<file path="src/rtl/hazard_pkg.sv">
// Shared types and constants for the pipeline hazard controller.
package hazard_pkg;

    localparam int unsigned MUL_CNT_W = 4;
    localparam logic [4:0]  REG_ZERO  = 5'd0;

    typedef enum logic [1:0] {
        RUN      = 2'd0,
        MUL_WAIT = 2'd1,
        MEM_WAIT = 2'd2
    } hazard_state_e;

endpackage

</file>
<file path="src/rtl/load_use_det.sv">
// Load-use hazard detector: the load in EX writes a register the ID instruction reads.
module load_use_det
    import hazard_pkg::*;
(
    input  logic       ex_mem_read_i,
    input  logic [4:0] ex_rd_i,
    input  logic [4:0] id_rs1_i,
    input  logic [4:0] id_rs2_i,
    output logic       load_use_o
);

    // x0 is hardwired zero, so a load targeting it never creates a dependency.
    always_comb begin
        load_use_o = ex_mem_read_i && (ex_rd_i != REG_ZERO) &&
                     ((ex_rd_i == id_rs1_i) || (ex_rd_i == id_rs2_i));
    end

endmodule

</file>
<file path="src/rtl/hazard_ctrl.sv">
// Pipeline hazard controller: load-use stall, multi-cycle multiply hold, memory freeze
// and branch flush. Optional stall counter enabled by macro HAZARD_STALL_CNT_EN.
module hazard_ctrl
    import hazard_pkg::*;
#(
    parameter int unsigned MUL_LAT = 3
) (
    input  logic       clk_i,
    input  logic       rst_i,
    input  logic [4:0] ID_rs1_i,
    input  logic [4:0] ID_rs2_i,
    input  logic       EX_MemRead_i,
    input  logic [4:0] EX_rd_i,
    input  logic       ID_branch_taken_i,
    input  logic       ID_mul_i,
    input  logic       mem_stall_i,
    output logic       PC_write_o,
    output logic       IF_IDWrite_o,
    output logic       IF_flush_o,
    output logic       ID_EX_hold_o,
    output logic       ID_EX_bubble_o,
    output logic       EX_MEM_bubble_o,
    output logic       back_hold_o
`ifdef HAZARD_STALL_CNT_EN
    ,
    output logic [31:0] stall_cnt_o
`endif
);

    localparam bit MulEn = (MUL_LAT > 1);
    localparam logic [MUL_CNT_W-1:0] MulInit = MUL_CNT_W'(MUL_LAT - 1);

    hazard_state_e          state_q, state_d;
    hazard_state_e          resume_q, resume_d;
    hazard_state_e          eff_state;
    logic [MUL_CNT_W-1:0]   mul_cnt_q, mul_cnt_d;
    logic                   load_use;

    load_use_det u_load_use_det (
        .ex_mem_read_i (EX_MemRead_i),
        .ex_rd_i       (EX_rd_i),
        .id_rs1_i      (ID_rs1_i),
        .id_rs2_i      (ID_rs2_i),
        .load_use_o    (load_use)
    );

    // Next-state and Mealy outputs; an unfrozen MEM_WAIT cycle acts as the saved state.
    always_comb begin
        state_d         = state_q;
        resume_d        = resume_q;
        mul_cnt_d       = mul_cnt_q;
        PC_write_o      = 1'b0;
        IF_IDWrite_o    = 1'b0;
        IF_flush_o      = 1'b0;
        ID_EX_hold_o    = 1'b0;
        ID_EX_bubble_o  = 1'b0;
        EX_MEM_bubble_o = 1'b0;
        back_hold_o     = 1'b0;

        eff_state = state_q;
        if (state_q == MEM_WAIT && !mem_stall_i) begin
            eff_state = resume_q;
        end

        if (mem_stall_i) begin
            ID_EX_hold_o = 1'b1;
            back_hold_o  = 1'b1;
            if (state_q != MEM_WAIT) begin
                resume_d = state_q;
                state_d  = MEM_WAIT;
            end
        end else begin
            unique case (eff_state)
                RUN: begin
                    state_d = RUN;
                    if (load_use) begin
                        ID_EX_bubble_o = 1'b1;
                    end else begin
                        PC_write_o   = 1'b1;
                        IF_IDWrite_o = 1'b1;
                        IF_flush_o   = ID_branch_taken_i;
                        if (MulEn && ID_mul_i) begin
                            state_d   = MUL_WAIT;
                            mul_cnt_d = MulInit;
                        end
                    end
                end
                MUL_WAIT: begin
                    ID_EX_hold_o    = 1'b1;
                    EX_MEM_bubble_o = 1'b1;
                    mul_cnt_d       = mul_cnt_q - MUL_CNT_W'(1);
                    state_d         = (mul_cnt_q == MUL_CNT_W'(1)) ? RUN : MUL_WAIT;
                end
                default: begin
                    state_d = RUN;
                end
            endcase
        end

        // Everything is quiet while reset is held, including the PC enable.
        if (!rst_i) begin
            PC_write_o      = 1'b0;
            IF_IDWrite_o    = 1'b0;
            IF_flush_o      = 1'b0;
            ID_EX_hold_o    = 1'b0;
            ID_EX_bubble_o  = 1'b0;
            EX_MEM_bubble_o = 1'b0;
            back_hold_o     = 1'b0;
        end
    end

    // Controller state registers.
    always_ff @(posedge clk_i or negedge rst_i) begin
        if (!rst_i) begin
            state_q   <= RUN;
            resume_q  <= RUN;
            mul_cnt_q <= '0;
        end else begin
            state_q   <= state_d;
            resume_q  <= resume_d;
            mul_cnt_q <= mul_cnt_d;
        end
    end

`ifdef HAZARD_STALL_CNT_EN
    logic [31:0] stall_cnt_q, stall_cnt_d;

    // Count cycles where the PC did not advance; wraps naturally.
    always_comb begin
        stall_cnt_d = PC_write_o ? stall_cnt_q : stall_cnt_q + 32'd1;
    end

    // Stall counter register.
    always_ff @(posedge clk_i or negedge rst_i) begin
        if (!rst_i) begin
            stall_cnt_q <= '0;
        end else begin
            stall_cnt_q <= stall_cnt_d;
        end
    end

    assign stall_cnt_o = stall_cnt_q;
`endif

endmodule

</file>
<file path="config.mk">
export PLATFORM = sky130hd
export DESIGN_NAME = hazard_ctrl
export DESIGN_NICKNAME = d
export VERILOG_FILES = /design/src/rtl/hazard_pkg.sv /design/src/rtl/load_use_det.sv /design/src/rtl/hazard_ctrl.sv
export SDC_FILE = /design/constraint.sdc
export NUM_CORES = 1
export LEC_CHECK = 0
export CORE_MARGIN = 2
export CORE_UTILIZATION = 39
export DETAILED_ROUTE_END_ITERATION = 10
export DONT_BUFFER_PORTS = 1
export GPL_TIMING_DRIVEN = 1
export MAX_ROUTING_LAYER = met4
export PLACE_DENSITY = 0.49
export SETUP_SLACK_MARGIN = 0.15
export SLEW_MARGIN = 10
export SYNTH_ARGS = -nofsm -noshare
export SYNTH_HDL_FRONTEND = slang
export SYNTH_SLANG_ARGS = --single-unit
</file>
<file path="constraint.sdc">
create_clock -name clk_i -period 3.4 [get_ports clk_i]
set_clock_uncertainty 0.05 [all_clocks]
set_input_delay 1.02 -clock clk_i [delete_from_list [all_inputs] [get_ports clk_i]]
set_output_delay 1.02 -clock clk_i [all_outputs]
set_load 0.05 [all_outputs]
</file>
* Word-level counts from Yosys, hierarchy flattened *
Cells that the tools add are included.

operators by class
  reduce and logical (&&, ||, !) cells = 10
  multiplexer cells = 29
  equal/unequal tests = 9
  bitwise logic cells = 1
  add/subtract/negate cells = 1

operators with widths
  kind                 number
  $mux 1               22
  $eq 5x5->1           2
  $mux 4               2
  $pmux 4 s2           1
  $mux 2               3
  $ne 2x2->1 const B   3
  $reduce_bool 5->1    1
  $eq 4x1->1 const B   1
  $pmux 2 s2           1
  $reduce_and 4->1     1
  $sub 4x1->4 const B  1
  $logic_and 1x1->1    3
  $eq 2x1->1 const B   1
  $eq 2x2->1 const B   1
  $logic_not 2->1      1
  $ne 2x1->1 const B   1
  $reduce_and 2->1     1
  $reduce_bool 2->1    1
  $logic_not 1->1      1
  $logic_or 1x1->1     1
  $not 1->1            1

storage, ports and cells
  logic and storage cells = 53
  flip-flop bits (word level) = 8
  output and inout bits = 7
  bits of input ports = 21

* Depth between registers and ports, before layout *
Gate-level depths: netlist of run 1.

  depth in word-level cells = 7
  gate-level depth with buffers = 6
  mapped depth without buffers = 5

* Hierarchy *
A second synthesis of run 1 with hierarchy kept.

unflattened totals
  cells, all modules = 72
  area total of the unflattened synthesis = 646.9 µm²

by module, submodules not included
  module        times used  seq. area each (µm²)  area an instance (µm²)  cells an instance
  hazard_ctrl   1           200.2                 521.8                   55
  load_use_det  1           0.0                   125.1                   17

* Worst setup path before layout of run 1 *
OpenSTA, ideal clock, no wires.

  path kind = input -> output
  start point = in EX_rd_i[1]
  end point = out PC_write_o
  slack = -604 ps
  stages on the path = 5
  path buffers = 1
  arrival time = 2934 ps
  cell sequence = or4_1 > o21a_1 > and2_4 > nor2_1 > buf_4

between the ends
  word-level cells in the longest chain between the ends = 7
  elaborated cells between the ends (all ways) = 10
  classes of those cells = eq/ne (2); mux (4); reduce/logical (4)

ends and longest elaborated chain
  item                                                          RTL line                                text
  from (decl)                                                   hazard_ctrl.sv:13                       input logic [4:0] EX_rd_i,
  $eq 5x5->1 / $reduce_bool 5->1 (equally long branches)        load_use_det.sv:15, load_use_det.sv:14
  $logic_or 1x1->1 / $logic_and 1x1->1 (equally long branches)  load_use_det.sv:15, load_use_det.sv:14
  $logic_and 1x1->1 (*)                                         load_use_det.sv:14                      load_use_o = ex_mem_read_i && (ex_rd_i != REG_ZERO) &&
  $mux 1 (*) (4 in a row)                                       -
  to (decl)                                                     hazard_ctrl.sv:17                       output logic PC_write_o,

Mark *: on every way between the ends. The rest lies on a longest branch, timed or not.

* Worst setup path in the final report of run 1 *
  start point = in EX_rd_i[1]
  end point = out IF_flush_o

between the ends
  word-level cells in the longest chain between the ends = 7
  elaborated cells between the ends (all ways) = 10
  classes of those cells = eq/ne (2); mux (4); reduce/logical (4)

ends and longest elaborated chain
  item                                                          RTL line                                text
  $eq 5x5->1 / $reduce_bool 5->1 (equally long branches)        load_use_det.sv:15, load_use_det.sv:14
  $logic_or 1x1->1 / $logic_and 1x1->1 (equally long branches)  load_use_det.sv:15, load_use_det.sv:14
  $logic_and 1x1->1 (*)                                         load_use_det.sv:14
  $mux 1 (*)                                                    hazard_ctrl.sv:76                       if (load_use) begin
  $mux 1 (*)                                                    hazard_ctrl.sv:73                       unique case (eff_state)
  $mux 1 (*)                                                    hazard_ctrl.sv:65                       if (mem_stall_i) begin
  $mux 1 (*)                                                    hazard_ctrl.sv:101                      if (!rst_i) begin
  to (decl)                                                     hazard_ctrl.sv:19                       output logic IF_flush_o,

Marks and branches as above.

==> results by group, run 1 <==
STA
  • Setup violators final: 0
  • Worst Tran Pin Value: 0.479 ns
  • Slew Viols, Final: 0
  • Slew headroom: 0.677
  • Crit path time final: 3.34 ns
  • Hold Fails Final Rpt: 0
  • Hold Worst Slack: 0.394 ns
  • RSZ-0062 raised after global routing: true
  • Part of the cycle the worst path needs: 0.981
  • Max Freq: 300 MHz

Detailed routing
  • Initial drt markers: 8
  • Vias/cell: 5.67
  • Vias: 556
  • WL/cell: 13.6 um
  • DRC: 0
  • DR pass1 iterations: 4
  • Drt total wl: 1.33 mm
  • Final ANT Viol Nets: 0

Worst hold path
  • Worst Hold Class: in2async

Place
  • Routability cong.: 0.783
  • PortBufs: 0
  • Detailed-placement wirelength estimate: 997 um
  • Placed Instance Area: 714 um^2

Setup path
  • CP max stage cell: or4_4
  • Crit Path Category: in2out
  • Crit start category: primary input
  • Max stage delay on crit path: 0.51 ns
  • CP required: 2.33 ns
  • Crit. End Element: output pin
  • Crit path DAT: 2.27 ns
  • Max FO, Critical Path: 3
  • Crit-path cells: or4_4 > o21a_1 > and2_4 > nor3b_4 > buf_12

Yosys
  • Async SR Flop Fraction: 1.00
  • Sequential cell area fraction in the yosys report: 0.316
  • Most frequent cell after synthesis: xnor2_1
  • Synth warn: 0
  • Synth Net Count: 100
  • Largest area contributor in the netlist: dfrtp_1
  • Top_reg_cell synth: dfrtp_1
  • Yosys cell types: 27
  • Number of synthesized flops with an enable pin: 0
  • Commonest cells in the netlist: 10 x xnor2_1, 8 x dfrtp_1, 6 x a21oi_1, 6 x nor2_1
  • Cells after Synth: 77
  • Synth area leaders: dfrtp_1 32%, xnor2_1 14%, a21oi_1 4.7%, ha_1 3.9%, nor3_1 3.9%
  • Area share of the largest cell type after synthesis: 0.316
  • Mean Syn Cell Area: 8.24 um^2
  • Seq cells post-synth: 8
  • Synthesized cell area: 634 um^2

Clocking
  • Cts bufs inserted: 3
  • Root Buffer: clkbuf_4
  • Clock transition at path regs: 0.06 ns
  • Max clock buf depth: 2
  • H-tree depth: 1
  • Worst skew pair latency: 0.26 ns
  • Post-CTS Hold Fix Bufs: 0
  • CTS tree: done
  • Post-CTS setup buffer count: 0
  • Clock Sinks: 8

Global route
  • Pin count of the biggest net entering global routing: 13
  • Tot GR Track Use: 0.150
  • Vias in the first global route: 506
  • Remaining Overflow, GRT: 0
  • First-pass GRT wire length: 2.06 mm
  • Initial antenna violation count: 0

Pwr
  • Max VDD drop: 0.000283 V
  • Leakage: 0.309 nW
  • Power Density: 589 nW/um^2

Floorplan
  • Die W: 44.3 um
  • Core area: 1520 um^2
  • Die Ht: 44.3 um
  • Num ports: 28
  • Row cnt: 14
  • Die Area: 1970 um^2
  • Initial Utilization: 0.416

Run
  • Max cap viols: 0

Cells and area
  • Post-layout nets: 107
  • Fin area: 747 um^2
  • Syn-to-layout area delta: 17.8%
  • Fin util: 0.490
  • Layout cells sized above 1: 0.232
  • N_diodes: 0

Run status
  • Status: complete, no violations
[logic make-up (layout without fill, tap and decap cells)]
family,count (synthesis),count (layout),share of synthesized area
and+or+nand+nor,27,27,0.221
xor gates and xnor gates,10,10,0.138
DFF,8,8,0.316
AOI/OAI and AO/OA,22,22,0.227
buffers and inverters,8,13,0.0592
adders and majority gates,2,2,0.0394
[sequential cells by signal, summed over array words and instances, names as in the netlist]
name	flops
mul_cnt_q	4
resume_q	2
state_q	2
[critical path: cells and delay by family]
kind | cells | cell delay [ns]
AOI/OAI and AO/OA | 1 | 0.19
buffers and inverters | 1 | 0.16
and+or+nand+nor | 3 | 0.89
[power breakdown]
group / internal, mW / total [mW] / switching, mW
sequential: 0.124 / 0.150 / 0.0258
clock: 0.0407 / 0.0781 / 0.0374
combinational: 0.0903 / 0.212 / 0.122
total: 0.255 / 0.440 / 0.185
[repair_timing]
item / CTS / global route
endpoints found under the hold margin: 0 / 0
pin swaps: 0 / 1
endpoints found under the setup margin: 4 / 4
resized for setup: 1 / 2
[layout make-up]
| type | instances | area [um^2] |
|---|---|---|
| Sequential cell | 8 | 200 |
| Multi-Input combinational cell | 61 | 419 |
| Fill cell | 143 | 777 |
| Inverter | 5 | 18.8 |
| Tap cell | 16 | 20.0 |
| Clock buffer | 3 | 22.5 |
| Timing Repair Buffer | 5 | 66.3 |
[final timing paths]
path | cells after the start | start | slack [ns] | end
max | 5 | EX_rd_i[1] | 0.06 | IF_flush_o
min | 0 | rst_i | 0.39 | state_q[1]
max reg2reg | 5 | state_q[0] | 1.78 | mul_cnt_q[2]
min reg2reg | 2 | resume_q[1] | 0.48 | resume_q[1]
max in group asynchronous | 0 | rst_i | 2.83 | mul_cnt_q[1]
min in group clk_i | 2 | resume_q[1] | 0.48 | resume_q[1]
[cells in the final DEF, fill, tap and decap left out, types with 3 or more instances in the layout]
master | Yosys | layout
xnor2_1 | 10 | 10
dfrtp_1 | 8 | 8
a21oi_1 | 6 | 6
inv_1 | 5 | 5
nor3_1 | 5 | 5
nand2_1 | 5 | 4
nand3_1 | 4 | 4
nor2_1 | 6 | 4
o21ai_0 | 3 | 3
clkbuf_4 | 0 | 3
[through the flow]
stage          worst slack [ns]  TNS, ns  power, mW  std cells
2_1_floorplan           -0.0887   -0.164      0.318         77
3_3_place_gp             0.0380        0      0.364         95
3_5_place_dp             0.0419        0      0.363         95
4_1_cts                  0.0535        0      0.443         98
5_1_grt                  0.0205        0      0.477         98
6_report                 0.0631        0      0.440         98
[layer usage]
| metal | up-vias | GRT usage | share of wire |
|---|---|---|---|
| met3 | 0 | 0.0857 | 0.090 |
| met4 | 0 | 0.0182 | 0 |
| met5 | - | - | 0 |
| li1 | 279 | - | - |
| met1 | 250 | 0.189 | 0.45 |
| met2 | 27 | 0.215 | 0.46 |
No activity file was read; power rests on OpenSTA's default activity.
==> run 2, diff against run 1 <==
==> constraint.sdc (replaced) <==
create_clock -name clk_i -period 3.7 [get_ports clk_i]
set_clock_uncertainty 0.05 [all_clocks]
set_input_delay 1.11 -clock clk_i [delete_from_list [all_inputs] [get_ports clk_i]]
set_output_delay 1.11 -clock clk_i [all_outputs]
set_load 0.05 [all_outputs]
==> run 2 against run 1 <==
Compared with the run above:
- register-to-register slack improved by 0.24 ns
- count of clock-buffer cells in the layout did not move
- cell area shrank 0.84%
- core utilization down 0.41 points
- critical path type unchanged
- critical path depth is the same
- global-route usage is 0.60 points lower
- clock power shrank 13%
- sequential power down 9%
==> results by group, run 2 (same netlist as run 1, synthesis figures left out) <==
Global route
  • First-pass GRT wire length: 1.97 mm
  • Tot GR Track Use: 0.144
  • Pin count of the biggest net entering global routing: 13
  • Initial antenna violation count: 0
  • Remaining Overflow, GRT: 0
  • Vias in the first global route: 476

Detailed routing
  • DR WL met2: 496 um
  • M1 wire length: 624 um
  • Met3 wire len: 108 um
  • Vias/cell: 5.53
  • Final ANT Viol Nets: 0
  • Drt total wl: 1.24 mm
  • DR top layer: met4
  • DR pass1 iterations: 4
  • WL/cell: 12.6 um
  • Initial drt markers: 7
  • DRC: 0
  • Vias: 542

Pwr
  • Max VDD drop: 0.000320 V
  • Power, Total: 0.400 mW
  • Leakage: 0.307 nW
  • Power Density: 541 nW/um^2

Setup path
  • Crit start category: primary input
  • Crit Path Category: in2out
  • Crit path DAT: 2.38 ns
  • Critical path buffer and inverter count: 1
  • Max FO, Critical Path: 3
  • CP required: 2.54 ns
  • Max stage delay on crit path: 0.51 ns
  • Crit path max-delay family: simple AND/OR/NAND/NOR gates
  • Crit. End Element: output pin
  • CP max stage cell: or4_4
  • Crit-path cells: or4_4 > o21a_1 > and2_4 > nor3b_4 > buf_12

STA
  • Crit path time final: 3.54 ns
  • Setup TNS: 0 ns
  • Max Freq: 282 MHz
  • RSZ-0062 raised after global routing: true
  • Setup violators final: 0
  • Part of the cycle the worst path needs: 0.958
  • Worst Tran Pin Value: 0.554 ns
  • Hold Fails Final Rpt: 0
  • Slew Viols, Final: 0
  • Slew headroom: 0.627

Clocking
  • CTS tree: done
  • Clock Sinks: 8
  • Max clock buf depth: 2
  • Root Buffer: clkbuf_4
  • Cts bufs inserted: 3
  • Worst skew pair latency: 0.26 ns
  • H-tree depth: 1
  • Clock transition at path regs: 0.06 ns

Floorplan
  • Initial Utilization: 0.416
  • Row cnt: 14
  • Die Area: 1970 um^2
  • Num ports: 28
  • Die W: 44.3 um
  • Core area: 1520 um^2
  • Die Ht: 44.3 um

Cells and area
  • Final cell count without fillers: 98
  • Biggest regs: mul_cnt_q x4, resume_q x2, state_q x2
  • Largest Register: mul_cnt_q
  • Max FFs per register: 4
  • Post-layout nets: 107
  • N_diodes: 0
  • Layout cells sized above 1: 0.220
  • Commonest non-fill, non-tap cell in the layout: xnor2_1
  • Syn-to-layout area delta: 16.8%
  • Most frequent cells in the layout: 10 x xnor2_1, 8 x dfrtp_1, 6 x a21oi_1
  • Fill count: 150

Worst hold path
  • Worst Hold Class: reg2reg

Place
  • PortBufs: 0
  • Placed instance count: 94
  • Routability cong.: 0.805
  • Detailed-placement wirelength estimate: 957 um

Run status
  • Status: complete, no violations

Run
  • Max cap viols: 0
run 2: changes by cell type in the layout (fill, tap and decap cells not counted):
cell / before / now
nand2_1: 4 / 5
buf_6: 1 / 0
buf_4: 2 / 3
nand2_2: 1 / 0
run 2: worst paths after layout:
| path | from | end | slack [ns] | cells past startpoint |
|---|---|---|---|---|
| worst max-delay path | EX_rd_i[1] | IF_flush_o | 0.16 | 5 |
| worst min-delay path | resume_q[1] | resume_q[1] | 0.48 | 2 |
| worst max register to register | state_q[1] | mul_cnt_q[2] | 2.02 | 5 |
| worst min register to register | resume_q[1] | resume_q[1] | 0.48 | 2 |
| max in group asynchronous | rst_i | mul_cnt_q[1] | 3.03 | 0 |
| min in group asynchronous | rst_i | state_q[1] | 0.49 | 0 |
run 2: final cells by class:
| type | instances | area (um^2) | share of cell area |
|---|---|---|---|
| multi-input cells | 61 | 417 | 0.563 |
| flip-flops and latches | 8 | 200 | 0.270 |
| repair buffers | 5 | 62.6 | 0.0845 |
| clock buffers | 3 | 22.5 | 0.0304 |
| well taps | 16 | 20.0 | 0.0270 |
| inverters | 5 | 18.8 | 0.0253 |
run 2: worst reg2reg max path: stages (launching register included):
cell	delay (ns)
dfrtp_1	0.47
nand2_1	0.10
o21ai_0	0.46
a21oi_1	0.14
a31o_2	0.22
nor3_1	0.16
run 2: timing repair:
action                     CTS  global route
setup buffers                1             0
pin swaps                    1             2
gates cloned                 0             0
setup endpoints to repair    1             1
hold buffers                 0             0
gates resized for setup      0             1
run 2: where the power goes:
| group | switching, mW | internal [mW] | total (mW) | leakage (nW) |
|---|---|---|---|---|
| Sequential | 0.0227 | 0.114 | 0.137 | 0.101 |
| Combinational | 0.112 | 0.0834 | 0.195 | 0.192 |
| Clock | 0.0310 | 0.0372 | 0.0682 | 0.0138 |
run 2: through the flow:
step	instance area (um^2)	hold slack, ns	setup WS [ns]	utilization
after CTS	737	0.480	0.138	0.484
after global placement	707	0.456	0.114	0.464
after detailed placement	707	0.472	0.111	0.464
after floorplan	654	0.433	0.0313	-
final	741	0.482	0.157	0.486
after global routing	741	0.469	0.120	0.486
run 2: metal layers:
| layer | vias to the layer above | global-route usage |
|---|---|---|
| met4 | 0 | 0.0545 |
| met3 | 2 | 0.0653 |
| met5 | - | - |
| li1 | 279 | - |
| met1 | 240 | 0.197 |
| met2 | 21 | 0.182 |
